File: src/rtl/buffer_fifo.sv
// buffer_fifo: parametrised single-clock FIFO with occupancy count,
// almost-full/almost-empty thresholds, flush, sticky error flags and
// an optional first-word-fall-through read port.
//
// All state changes on the rising edge of clk. Status outputs are decoded
// from registered state only, so none of them depends combinationally on
// we or re. The count register is one bit wider than the pointers, which
// lets every one of the 2^ADDR_L entries be used.

module buffer_fifo #(
    parameter int BUF_ID    = 0,
    parameter int ADDR_L    = 5,
    parameter int DATA_L    = 16,
    parameter int FWFT      = 0,
    parameter int AFULL_TH  = (1 << ADDR_L) - 2,
    parameter int AEMPTY_TH = 2
) (
    input  logic              clk,
    input  logic              rst_n,
    input  logic              flush,
    input  logic              we,
    input  logic [DATA_L-1:0] din,
    input  logic              re,
    output logic [DATA_L-1:0] dout,
    output logic              dout_valid,
    output logic              w_ack,
    output logic              r_ack,
    output logic              full,
    output logic              avail,
    output logic              afull,
    output logic              aempty,
    output logic [ADDR_L:0]   count,
    output logic              overflow,
    output logic              underflow
);

    localparam int DEPTH = 1 << ADDR_L;

    // Thresholds are brought to the width of the count register once, so
    // every comparison below is between equal-width operands.
    localparam logic [ADDR_L:0] DEPTH_C  = (ADDR_L+1)'(DEPTH);
    localparam logic [ADDR_L:0] AFULL_C  = (ADDR_L+1)'(AFULL_TH);
    localparam logic [ADDR_L:0] AEMPTY_C = (ADDR_L+1)'(AEMPTY_TH);

    logic [DATA_L-1:0] mem [DEPTH];
    logic [ADDR_L-1:0] wpt;
    logic [ADDR_L-1:0] rpt;
    logic [ADDR_L:0]   count_q;
    logic              clear;
    logic              rd_ok;
    logic              wr_ok;

    // Reset and flush clear the same state; only the storage array is left alone.
    assign clear = ~rst_n | flush;

    // Status flags decoded from the registered occupancy.
    assign count  = count_q;
    assign full   = (count_q == DEPTH_C);
    assign avail  = (count_q != '0);
    assign afull  = (count_q >= AFULL_C);
    assign aempty = (count_q <= AEMPTY_C);

    // A pop is accepted whenever there is data; a push into a full FIFO is
    // accepted only when the same cycle also pops, freeing the slot.
    assign rd_ok = re & avail;
    assign wr_ok = we & (~full | rd_ok);

    // Storage array: written only on an accepted push, never cleared.
    always_ff @(posedge clk) begin
        if (!clear && wr_ok) begin
            mem[wpt] <= din;
        end
    end

    // Pointers wrap naturally at 2^ADDR_L; count tracks pushes minus pops.
    always_ff @(posedge clk) begin
        if (clear) begin
            wpt     <= '0;
            rpt     <= '0;
            count_q <= '0;
        end else begin
            if (wr_ok) begin
                wpt <= wpt + 1'b1;
            end
            if (rd_ok) begin
                rpt <= rpt + 1'b1;
            end
            case ({wr_ok, rd_ok})
                2'b10:   count_q <= count_q + 1'b1;
                2'b01:   count_q <= count_q - 1'b1;
                default: count_q <= count_q;
            endcase
        end
    end

    // Acknowledge pulses follow an accepted transfer by one cycle; the error
    // flags stay set until the next reset or flush.
    always_ff @(posedge clk) begin
        if (clear) begin
            w_ack     <= 1'b0;
            r_ack     <= 1'b0;
            overflow  <= 1'b0;
            underflow <= 1'b0;
        end else begin
            w_ack <= wr_ok;
            r_ack <= rd_ok;
            if (we && !wr_ok) begin
                overflow <= 1'b1;
            end
            if (re && !avail) begin
                underflow <= 1'b1;
            end
        end
    end

    generate
        if (FWFT != 0) begin : g_fwft
            // Head word is presented directly; it is zero whenever the FIFO is empty.
            assign dout       = avail ? mem[rpt] : '0;
            assign dout_valid = avail;
        end else begin : g_registered
            logic [DATA_L-1:0] dout_q;
            logic              dout_valid_q;

            // Registered read: dout changes only on an accepted pop, and a
            // rejected pop withdraws the valid indication but keeps the data.
            always_ff @(posedge clk) begin
                if (clear) begin
                    dout_q       <= '0;
                    dout_valid_q <= 1'b0;
                end else if (rd_ok) begin
                    dout_q       <= mem[rpt];
                    dout_valid_q <= 1'b1;
                end else if (re) begin
                    dout_valid_q <= 1'b0;
                end
            end

            assign dout       = dout_q;
            assign dout_valid = dout_valid_q;
        end
    endgenerate

`ifndef SYNTHESIS
    // Simulation trace of dropped transfers, tagged with the instance id.
    always @(posedge clk) begin
        if (rst_n && !flush) begin
            if (we && !wr_ok) begin
                $display("buffer_fifo %0d: write dropped while full, wpt=%0d rpt=%0d",
                         BUF_ID, wpt, rpt);
            end
            if (re && !avail) begin
                $display("buffer_fifo %0d: read refused while empty, wpt=%0d rpt=%0d",
                         BUF_ID, wpt, rpt);
            end
        end
    end
`endif

endmodule

File: config.mk
export PLATFORM = sky130hd
export DESIGN_NAME = buffer_fifo
export DESIGN_NICKNAME = d
export VERILOG_FILES = /design/src/rtl/buffer_fifo.sv
export SDC_FILE = /design/constraint.sdc
export NUM_CORES = 1
export LEC_CHECK = 0
export BUFFER_PORTS_ARGS = -buffer_cell sky130_fd_sc_hd__buf_4
export CAP_MARGIN = 40
export CORE_MARGIN = 1
export CORE_UTILIZATION = 40
export DETAILED_ROUTE_END_ITERATION = 8
export PLACE_DENSITY = 0.53
export SETUP_SLACK_MARGIN = 0.2
export SLEW_MARGIN = 20
export SYNTH_ARGS = -nofsm -noshare
export SYNTH_HDL_FRONTEND = slang
export SYNTH_SLANG_ARGS = --single-unit
export TNS_END_PERCENT = 10
File: constraint.sdc
create_clock -name clk -period 3.7 [get_ports clk]
set_input_delay 0.37 -clock clk [delete_from_list [all_inputs] [get_ports clk]]
set_output_delay 0.37 -clock clk [all_outputs]
set_load 0.05 [all_outputs]
# ---- Word level (Yosys, flattened, before mapping)
# Memories as Yosys holds them, arrays and structs flattened. A register that Yosys moved wholly into a read port is not among the register bits.
# Cells that the tools add are included.
dict set report totals {
  ff_bits 21
  ram_bits 512
  n_memories 1
}
dict set report op_classes {
  addsub 4
  magnitude_cmp 2
  n_eq_ne 3
  n_mux 5
  bitwise 6
  reduce_logical 9
}
# memory depth width read_ports rd_ports_with_merged_regs write_ports line_no
set memory_table {}
lappend memory_table {mem 32 16 1 1 1 45} ;# logic [DATA_L-1:0] mem [DEPTH];
# op n
set ops {}
lappend ops {{$pmux 6 s2} 1}
lappend ops {{$add 5x1->5 const B} 2}
lappend ops {{$add 6x1->6 const B} 1}
lappend ops {{$eq 6x6->1 const B} 1}
lappend ops {{$ge 6x5->1 const B} 1}
lappend ops {{$le 6x2->1 const B} 1}
lappend ops {{$reduce_bool 6->1} 1}
lappend ops {{$sub 6x1->6 const B} 1}
lappend ops {{$mux 1} 4}
lappend ops {{$reduce_bool 2->1} 2}
lappend ops {{$logic_and 1x1->1} 3}
lappend ops {{$logic_not 1->1} 3}
lappend ops {{$and 1x1->1} 2}
lappend ops {{$eq 2x1->1 const B} 1}
lappend ops {{$eq 2x2->1 const B} 1}
lappend ops {{$not 1->1} 2}
lappend ops {{$or 1x1->1} 2}

# ---- Depth between registers and ports, before layout
# Gate-level depths: netlist of the first run.
dict set report depth {
  word_depth 7
  depth_mapped 12
  ltp_nobuf 10
}

# ---- Worst setup path after synthesis of the first run
# OpenSTA, ideal clock, no wires.
dict set report synth_timing {
  path_type {reg2reg}
  startpoint {register count_q[1] (netlist: count[1])}
  endpoint {register count_q[5] (netlist: count[5])}
  setup_time_ns 0.123
  t_arrival_ns 3.030
  path_slack_ns 0.547
  stages_incl_launch_ff 13
  path_cell_list {dfxtp_1 -> or4_1 -> buf_2 -> o31a_1 -> buf_6 -> nand2b_4 -> inv_2 -> ha_1 -> a211oi_1 -> o21bai_1 -> a21oi_1 -> mux2i_1 -> mux2_1}
}
dict set report synth_via {
  elab_chain_cells 6
  word_cells_on_any_way 12
  cone_classes {add/sub: 2; eq/ne: 3; mux: 1; bitwise: 4; reduce/logical: 2}
}
# item line_no
set synth_lines {}
lappend synth_lines {{from (decl)} 48} ;# logic [ADDR_L:0] count_q;
lappend synth_lines {{from (signal assigned)} 89} ;# 2'b10: count_q <= count_q + 1'b1;
lappend synth_lines {{from (signal assigned)} 90} ;# 2'b01: count_q <= count_q - 1'b1;
lappend synth_lines {{from (signal assigned)} 91} ;# default: count_q <= count_q;
lappend synth_lines {{$reduce_bool 6->1 / $eq 6x6->1 (equally long branches)} {59, 58}}
lappend synth_lines {{$and 1x1->1 / $not 1->1 (equally long branches)} {65, 66}}
lappend synth_lines {{$or 1x1->1} 66} ;# assign wr_ok = we & (~full | rd_ok);
lappend synth_lines {{$and 1x1->1} 66}
lappend synth_lines {{$eq 2x1->1 / $eq 2x2->1 (equally long branches)} 88} ;# case ({wr_ok, rd_ok})
lappend synth_lines {{$pmux 6 s2 / $reduce_bool 2->1 (equally long branches)} --}
# Several ways; a longest one is shown, not always the timed one.
# A chain may end at the register's enable or synchronous reset.

# ---- Final worst setup path of the first run
# Same ends and word-level chain as after synthesis.

==> results.cfg, run 1 <==
[status]
run_status = completed

[layout]
layout_commonest_cell = edfxtp_1
diodes = 0
final_nets = 1203
layout.cells.non_filler = 1897
layout_common_cells = 512 x edfxtp_1, 120 x buf_4, 97 x mux4_2
drive_above_1_share = 0.264
design_area_um2 = 24400
syn_to_final_growth_pct = 16.0

[cts]
cts_buffer_depth = 3
root_buffer = clkbuf_16
clock_sinks = 549
ctsResizeCount = 0
cts_made_buffers = 56
clk_pin_slew_ns = 0.06
postCtsSetupBuffers = 0
cts_tree = built
clk_latency_ns = 0.60
cts_hold_buf = 0
htreeDepth = 2

[synthesis]
yosysWarnings = 0
synth-edff-count = 512
ys_types = 49
synth_top_area_frac = 0.729
avgSynthCellArea_um2 = 20.2
syn_inst = 1045
ys_seq_elements = 549
synthArstFlopShare = 0
yosysTopAreaCell = edfxtp_1
syn_area_um2 = 21100
syn_nets = 1076
synth_area_leaders = edfxtp_1 73%, mux4_2 10%, dfxtp_1 3.5%, mux2i_1 3.2%, a22o_1 1.2%
synth_flop_cell = edfxtp_1
yosysSeqAreaShare = 0.764

[detailed_routing]
wirelength_um = 49700
num_vias = 10410
wl_per_cell_um = 26.2
firstDrtPassIters = 5
drc = 0
viasPerCell = 5.49
drtAntennaViolNets = 0
drt_iter0_markers = 866

[hold_path]
worstHoldStart = re
hold_path_end = dout_valid$_SDFFE_PP0P_
min_delay_path_depth = 2
hp-class = in -> reg

[run]
cap_violations = 0

[placed_design]
dp_slack_ns = 0.609
dp_hpwl_um = 29100
dp_cells = 1790
gp_congestion = 0.756
portBuffers = 51
postPlaceCellArea_um2 = 22600

[sta]
tightest_slew_ns = 0.717
period_needed_ns = 3.13
finalHoldViolCount = 0
setup_viol = 0
min_period_over_period = 0.845
holdWs_ns = 0.0487
fin_ws_ns = 0.574
skew_ns = 0.0166
grt_setup_unrepaired = false
drv_slew = 0
slew_headroom = 0.520
fmax_mhz = 320
setup_tns_ns = 0

[power]
p_leak_uw = 0.00766
vdd_drop_max_uv = 334
p_per_area_nw_per_um2 = 522

[critical_path]
r2r_start = count[1]$_SDFFE_PP0P_
endpoint_kind = register
path_class = reg -> reg
rrSetupSlack_ns = 0.57
critPathLaunchType = register
worstPathRequired_ns = 4.18
r2r-end = count[5]$_SDFFE_PP0P_
ff2ff_path_depth = 10
arrival_ns = 3.60
crit_fanout = 7

[floorplan]
dieWidth_um = 232
die_h_um = 232
initial_utilization = 0.408
die_area_um2 = 53600
core_region_area_um2 = 51700
rows = 83
io_pins = 52

[global_routing]
grt_overflow = 0
grt_usage = 0.190
grt_pass1_vias = 10734
antenna_found_initial = 2
grt_max_degree = 81
grt_pass1_wl_um = 72900
==> state kept, by name, indices dropped and copies added, names as in the netlist <==
| signal | flops |
|---|---|
| mem | 512 |
| dout | 16 |
| count | 6 |
| rpt | 5 |
| wpt | 5 |
| dout_valid | 1 |
| overflow | 1 |
| r_ack | 1 |
| underflow | 1 |
| w_ack | 1 |
==> how the worst max path moves through the flow <==
stage | startpoint | endpoint | slack, ns | cells after the start
2_1_floorplan | count[1]$_SDFFE_PP0P_ | count[5]$_SDFFE_PP0P_ | 0.55 | 12
3_3_place_gp | rpt[0]$_SDFFE_PP0P_ | dout[15]$_SDFFE_PP0P_ | 0.52 | 7
3_5_place_dp | count[1]$_SDFFE_PP0P_ | count[5]$_SDFFE_PP0P_ | 0.61 | 10
4_1_cts | count[1]$_SDFFE_PP0P_ | count[5]$_SDFFE_PP0P_ | 0.58 | 10
5_1_grt | count[1]$_SDFFE_PP0P_ | mem[27][12]$_DFFE_PP_ | 0.29 | 7
6_report | count[1]$_SDFFE_PP0P_ | count[5]$_SDFFE_PP0P_ | 0.57 | 10
==> critical path, cell delays in order (launching register included) <==
cell	delay (ns)
dfxtp_1	0.36
or4_1	0.71
o31a_1	0.35
nand2b_4	0.10
inv_2	0.06
ha_1	0.29
a211oi_1	0.28
o21bai_1	0.11
a21oi_1	0.19
mux2i_1	0.23
mux2_1	0.33
==> metrics by stage <==
| stage | utilization | power [uW] |
|---|---|---|
| 2_1_floorplan | - | 7170 |
| 3_3_place_gp | 0.436 | 7390 |
| 3_5_place_dp | 0.438 | 7400 |
| 4_1_cts | 0.472 | 12900 |
| 5_1_grt | 0.473 | 13100 |
| 6_report | 0.473 | 12800 |
==> cell usage after synthesis, drive strengths merged, types with 2 or more instances <==
master and count:
xnor2 5, mux4 97, ha 9, a22oi 16, nor2 55, mux2i 67, a22o 30, o22ai 15
a2111oi 16, o221ai 16, a31oi 2, nor3 2, inv 8, nor2b 4, nand3b 5, dfxtp 37
a21oi 39, nand2 15, or3 2, o21ai 2, edfxtp 512, nand2b 2, xor2 5, a211oi 3
nand3 3, nand4 4, buf 26, clkbuf 33, o31ai 2
==> layer usage <==
layer | up-vias | part of all wire | track usage
met5 | - | 0 | 0
met4 | 0 | 0.022 | 0.0567
met3 | 61 | 0.047 | 0.0263
met2 | 262 | 0.49 | 0.309
met1 | 5495 | 0.45 | 0.267
li1 | 4592 | - | -
==> power by group <==
group | internal (uW) | switching (uW)
Clock | 3220 | 2280
Combinational | 154 | 298
Sequential | 6790 | 10.7
Total | 10200 | 2590
==> cell families (layout without fill, tap and decap cells) <==
logic type / Yosys count / count (layout) / share of synthesized area
compound gates: 149 / 149 / 0.0523
xor+xnor: 10 / 10 / 0.00415
fa+ha+maj: 10 / 10 / 0.00629
buf+inv: 67 / 239 / 0.0158
flops: 549 / 549 / 0.764
mux: 165 / 165 / 0.136
simple gates: 95 / 95 / 0.0212
==> layout make-up <==
| type | instances | area, um^2 |
|---|---|---|
| Clock buffer | 86 | 1630 |
| Clock inverter | 17 | 161 |
| Fill cell | 4334 | 27300 |
| Inverter | 8 | 30.0 |
| Multi-Input combinational cell | 429 | 4650 |
| Sequential cell | 549 | 16100 |
| Tap cell | 680 | 851 |
| Timing Repair Buffer | 128 | 1000 |
Note: power is estimated with default switching activity, not from simulation.
==> run 2: changes to the inputs <==
- PLACE_DENSITY: 0.53 -> 0.55
- clock period: 3.7 -> 2.8 ns (I/O delays scaled with it)
==> results.cfg, run 2 (synthesis results as in run 1) <==
[status]
run_status = completed

[sta]
setup_tns_ns = 0
drv_slew = 0
slew_headroom = 0.606
tightest_slew_ns = 0.590
fmax_mhz = 378
min_period_over_period = 0.945
finalHoldViolCount = 0
grt_setup_unrepaired = true
skew_ns = 0.0201
holdWs_ns = 0.107
setup_viol = 0
period_needed_ns = 2.65

[global_routing]
grt_pass1_vias = 10903
grt_max_degree = 57
grt_usage = 0.190
antenna_found_initial = 1
grt_pass1_wl_um = 73300
grt_overflow = 0

[floorplan]
dieWidth_um = 232
io_pins = 52
initial_utilization = 0.408
die_h_um = 232
rows = 83
core_region_area_um2 = 51700
die_area_um2 = 53600

[power]
vdd_drop_max_uv = 480
pwr-share-comb = 0.037
pwr-share-clk = 0.428
power.total_uw = 16800
p_switching_uw = 3470
p_int_uw = 13300
seq_power_share = 0.535
p_leak_uw = 0.00783
p_sw_frac = 0.206
p_per_area_nw_per_um2 = 677

[hold_path]
hp-class = in -> reg
min_delay_path_depth = 1

[cts]
cts_buffer_depth = 3
clk_latency_ns = 0.62
clk_pin_slew_ns = 0.06
cts_tree = built
clock_sinks = 549
htreeDepth = 2
root_buffer = clkbuf_16
cts_made_buffers = 57

[layout]
layout.cells.non_filler = 1932
design_area_um2 = 24800
largest_reg_flops = 512
top_register = mem
syn_to_final_growth_pct = 17.8
multi_input_area_um2 = 4710
final_nets = 1235
layout_common_cells = 512 x edfxtp_1, 146 x buf_4, 97 x mux4_2
layout_commonest_cell = edfxtp_1
ff_latch_area_um2 = 16100
drive_above_1_share = 0.287
nFillCells = 4319

[critical_path]
arrival_ns = 3.14
crit_fanout = 4
path_class = reg -> reg
endpoint_kind = register
worstPathRequired_ns = 3.30
critPathLaunchType = register
ff2ff_path_depth = 10

[detailed_routing]
wl_met3_um = 1880
m1WireLength_um = 23000
drt_iter0_markers = 874
dr_wl_met2_um = 24400
wirelength_um = 50300
firstDrtPassIters = 5
num_vias = 10643
wl_per_cell_um = 26.0
viasPerCell = 5.51
top_layer_used = met4
drtAntennaViolNets = 0
drc = 0

[placed_design]
postPlaceCellArea_um2 = 22900
dp_hpwl_um = 29800
portBuffers = 51
dp_cells = 1815
gp_congestion = 0.788

[run]
cap_violations = 0
run 2: layout make-up:
| class | count | share of cell area |
|---|---|---|
| timing repair buffer | 159 | 0.0535 |
| clock buffer | 92 | 0.0667 |
| multi-input combinational | 429 | 0.190 |
| clock inverter | 14 | 0.00524 |
| tap | 680 | 0.0342 |
| sequential | 549 | 0.649 |
| antenna | 1 | 0.000101 |
| inverter | 8 | 0.00141 |
run 2: path summary, 6_finish.rpt:
check / from / endpoint / slack, ns
worst max-delay path: count[2]$_SDFFE_PP0P_ / count[5]$_SDFFE_PP0P_ / 0.15
worst min-delay path: din[10] / mem[22][10]$_DFFE_PP_ / 0.11
worst max register to register: count[2]$_SDFFE_PP0P_ / count[5]$_SDFFE_PP0P_ / 0.15
worst min register to register: underflow$_SDFFE_PP0P_ / underflow$_SDFFE_PP0P_ / 0.48
run 2: worst max-delay path: stages, from the launching register on:
cell and delay [ns]:
dfxtp_4 0.34, or4_4 0.54, o31a_1 0.30, nand2b_4 0.11
inv_6 0.05, ha_4 0.21, a211oi_2 0.20, o21bai_1 0.08
a21oi_1 0.16, mux2i_1 0.22, mux2_1 0.33
run 2: power groups by stage:
stage          Combinational, uW  Sequential, uW  Clock, uW
3_3_place_gp                 607            9160          0
3_5_place_dp                 617            9170          0
5_1_grt                      672            8990       7630
6_report                     630            8990       7190
2_1_floorplan                283            9200          0
4_1_cts                      622            8990       7340
run 2: stage by stage:
stage	setup slack, ns	utilization
6_report	0.154	0.480
5_1_grt	0.0370	0.480
4_1_cts	0.120	0.478
3_5_place_dp	-0.107	0.443
3_3_place_gp	-0.0821	0.442
2_1_floorplan	-0.0758	-
run 2: layer usage:
metal  track usage  vias to the layer above
li1              -                     4668
met1         0.269                     5667
met2         0.309                      229
met3        0.0235                       79
met4        0.0539                        0
met5             0                        -
run 2: timing repair:
item | in CTS | in global routing
buffers inserted | 0 | 6
hold buffers | 2 | 0
pin swaps | 0 | 0
setup endpoints to repair | 265 | 374
gates cloned | 0 | 2
resized for setup | 3 | 8
endpoints found under the hold margin | 3 | 0
==> run 3: changes to the inputs <==
- PLACE_DENSITY: 0.55 -> 0.64
==> results.cfg, run 3 (synthesis results as in run 1) <==
[sta]
slew_headroom = 0.422
min_period_over_period = 0.930
fmax_mhz = 384
setup_viol = 0
setup_tns_ns = 0
tightest_slew_ns = 0.845
grt_setup_unrepaired = true
drv_slew = 0
period_needed_ns = 2.60
finalHoldViolCount = 0
skew_ns = 0.0278

[layout]
nFillCells = 4271
final_nets = 1215
multi_input_area_um2 = 4730
drive_above_1_share = 0.276
diodes = 0
layout_common_cells = 512 x edfxtp_1, 128 x buf_4, 97 x mux4_2
ff_latch_area_um2 = 16100
layout.cells.non_filler = 1907
syn_to_final_growth_pct = 16.8
layout_commonest_cell = edfxtp_1
top_register = mem
largest_reg_flops = 512

[placed_design]
dp_cells = 1804
dp_hpwl_um = 27600
portBuffers = 51
gp_congestion = 0.761

[critical_path]
endpoint_kind = register
slowest_delay_ns = 0.53
crit_fanout = 5
worstPathRequired_ns = 3.26
path_class = reg -> reg
critPathLaunchType = register
cp_top_family = compound AO/OA/AOI/OAI gates
crit_chain = or4_4 > o31a_1 > nand2b_4 > inv_6 > ha_4 > a211oi_2 > o21bai_1 > a21oi_2 > mux2i_1 > mux2_1
path_buf_inv = 1
crit_slowest_cell = or4_4
arrival_ns = 3.06

[cts]
cts_made_buffers = 54
htreeDepth = 2
clock_sinks = 549
cts_tree = built
cts_buffer_depth = 3
clk_latency_ns = 0.60
root_buffer = clkbuf_16
clk_pin_slew_ns = 0.06

[detailed_routing]
wirelength_um = 46400
drtAntennaViolNets = 0
drc = 0
num_vias = 10486
wl_per_cell_um = 24.3
viasPerCell = 5.50
drt_iter0_markers = 887
firstDrtPassIters = 5

[global_routing]
antenna_found_initial = 1
grt_pass1_vias = 10752
grt_overflow = 0
grt_pass1_wl_um = 70000
grt_max_degree = 38
grt_usage = 0.178

[floorplan]
die_h_um = 232
core_region_area_um2 = 51700
dieWidth_um = 232
initial_utilization = 0.408
io_pins = 52
rows = 83
die_area_um2 = 53600

[run]
cap_violations = 0

[status]
run_status = completed

[hold_path]
hp-class = in -> reg

[power]
p_per_area_nw_per_um2 = 675
p_leak_uw = 0.00770
vdd_drop_max_uv = 424
-- run 3: cell count changes in the layout (fill, tap and decap cells not counted), sizes merged --
cell	previous run	this run
buf	155	140
bufinv	1	5
clkbuf	94	68
clkinv	12	23
clkinvlp	0	1
diode	1	0
inv	9	10
-- run 3: worst reg2reg max path, delay by kind of cell (launching register included) --
kind,cells,cell delay (ns)
buffers and inverters,1,0.05
AO/OA/AOI/OAI,4,0.72
multiplexers,2,0.53
AND/OR/NAND/NOR,2,0.64
flip-flops,1,0.34
adder cells (fa/ha/maj),1,0.21
-- run 3: final cells by class --
class / instances / share of cell area
well taps: 680 / 0.0345
inverters: 8 / 0.00142
flip-flops and latches: 549 / 0.655
clock buffers: 68 / 0.0583
multi-input cells: 429 / 0.192
repair buffers: 142 / 0.0479
clock inverters: 31 / 0.0111
-- run 3: path summary, 6_finish.rpt --
kind	cells past startpoint	slack (ns)	endpoint	start
worst max-delay path	10	0.20	count[5]$_SDFFE_PP0P_	count[1]$_SDFFE_PP0P_
worst min-delay path	3	0.10	w_ack$_SDFF_PP0_	flush
worst max register to register	10	0.20	count[5]$_SDFFE_PP0P_	count[1]$_SDFFE_PP0P_
worst min register to register	2	0.48	overflow$_SDFFE_PP0P_	overflow$_SDFFE_PP0P_
-- run 3: stage by stage --
step                hold slack [ns]  instance area [um^2]  setup slack [ns]  total power, uW  utilization
floorplan                     0.375                 21100           -0.0758             9490            -
global placement              0.456                 22800            -0.157             9760        0.441
detailed placement            0.467                 22800            -0.120             9770        0.442
CTS                          0.0591                 24600             0.104            16800        0.476
global route                 0.0873                 24600            0.0777            17100        0.476
finish                        0.105                 24600             0.196            16600        0.476
-- run 3: repair_timing --
item,in CTS,in global routing
endpoints found under the setup margin,100,478
setup buffers,2,0
hold endpoints to repair,3,0
hold buffers,2,0
gates resized for setup,7,3
pin swaps,5,2
-- run 3: routing by layer --
layer	up-vias	share of wire	track usage
li1	4618	-	-
met1	5485	0.43	0.251
met2	320	0.48	0.286
met3	63	0.067	0.0322
met4	0	0.020	0.0463
met5	-	0	0
-- run 3: power breakdown --
part,switching [uW],internal [uW],total [uW]
registers,12.8,8980,8990
logic,389,222,611
clock network,2950,4070,7020
total,3350,13300,16600
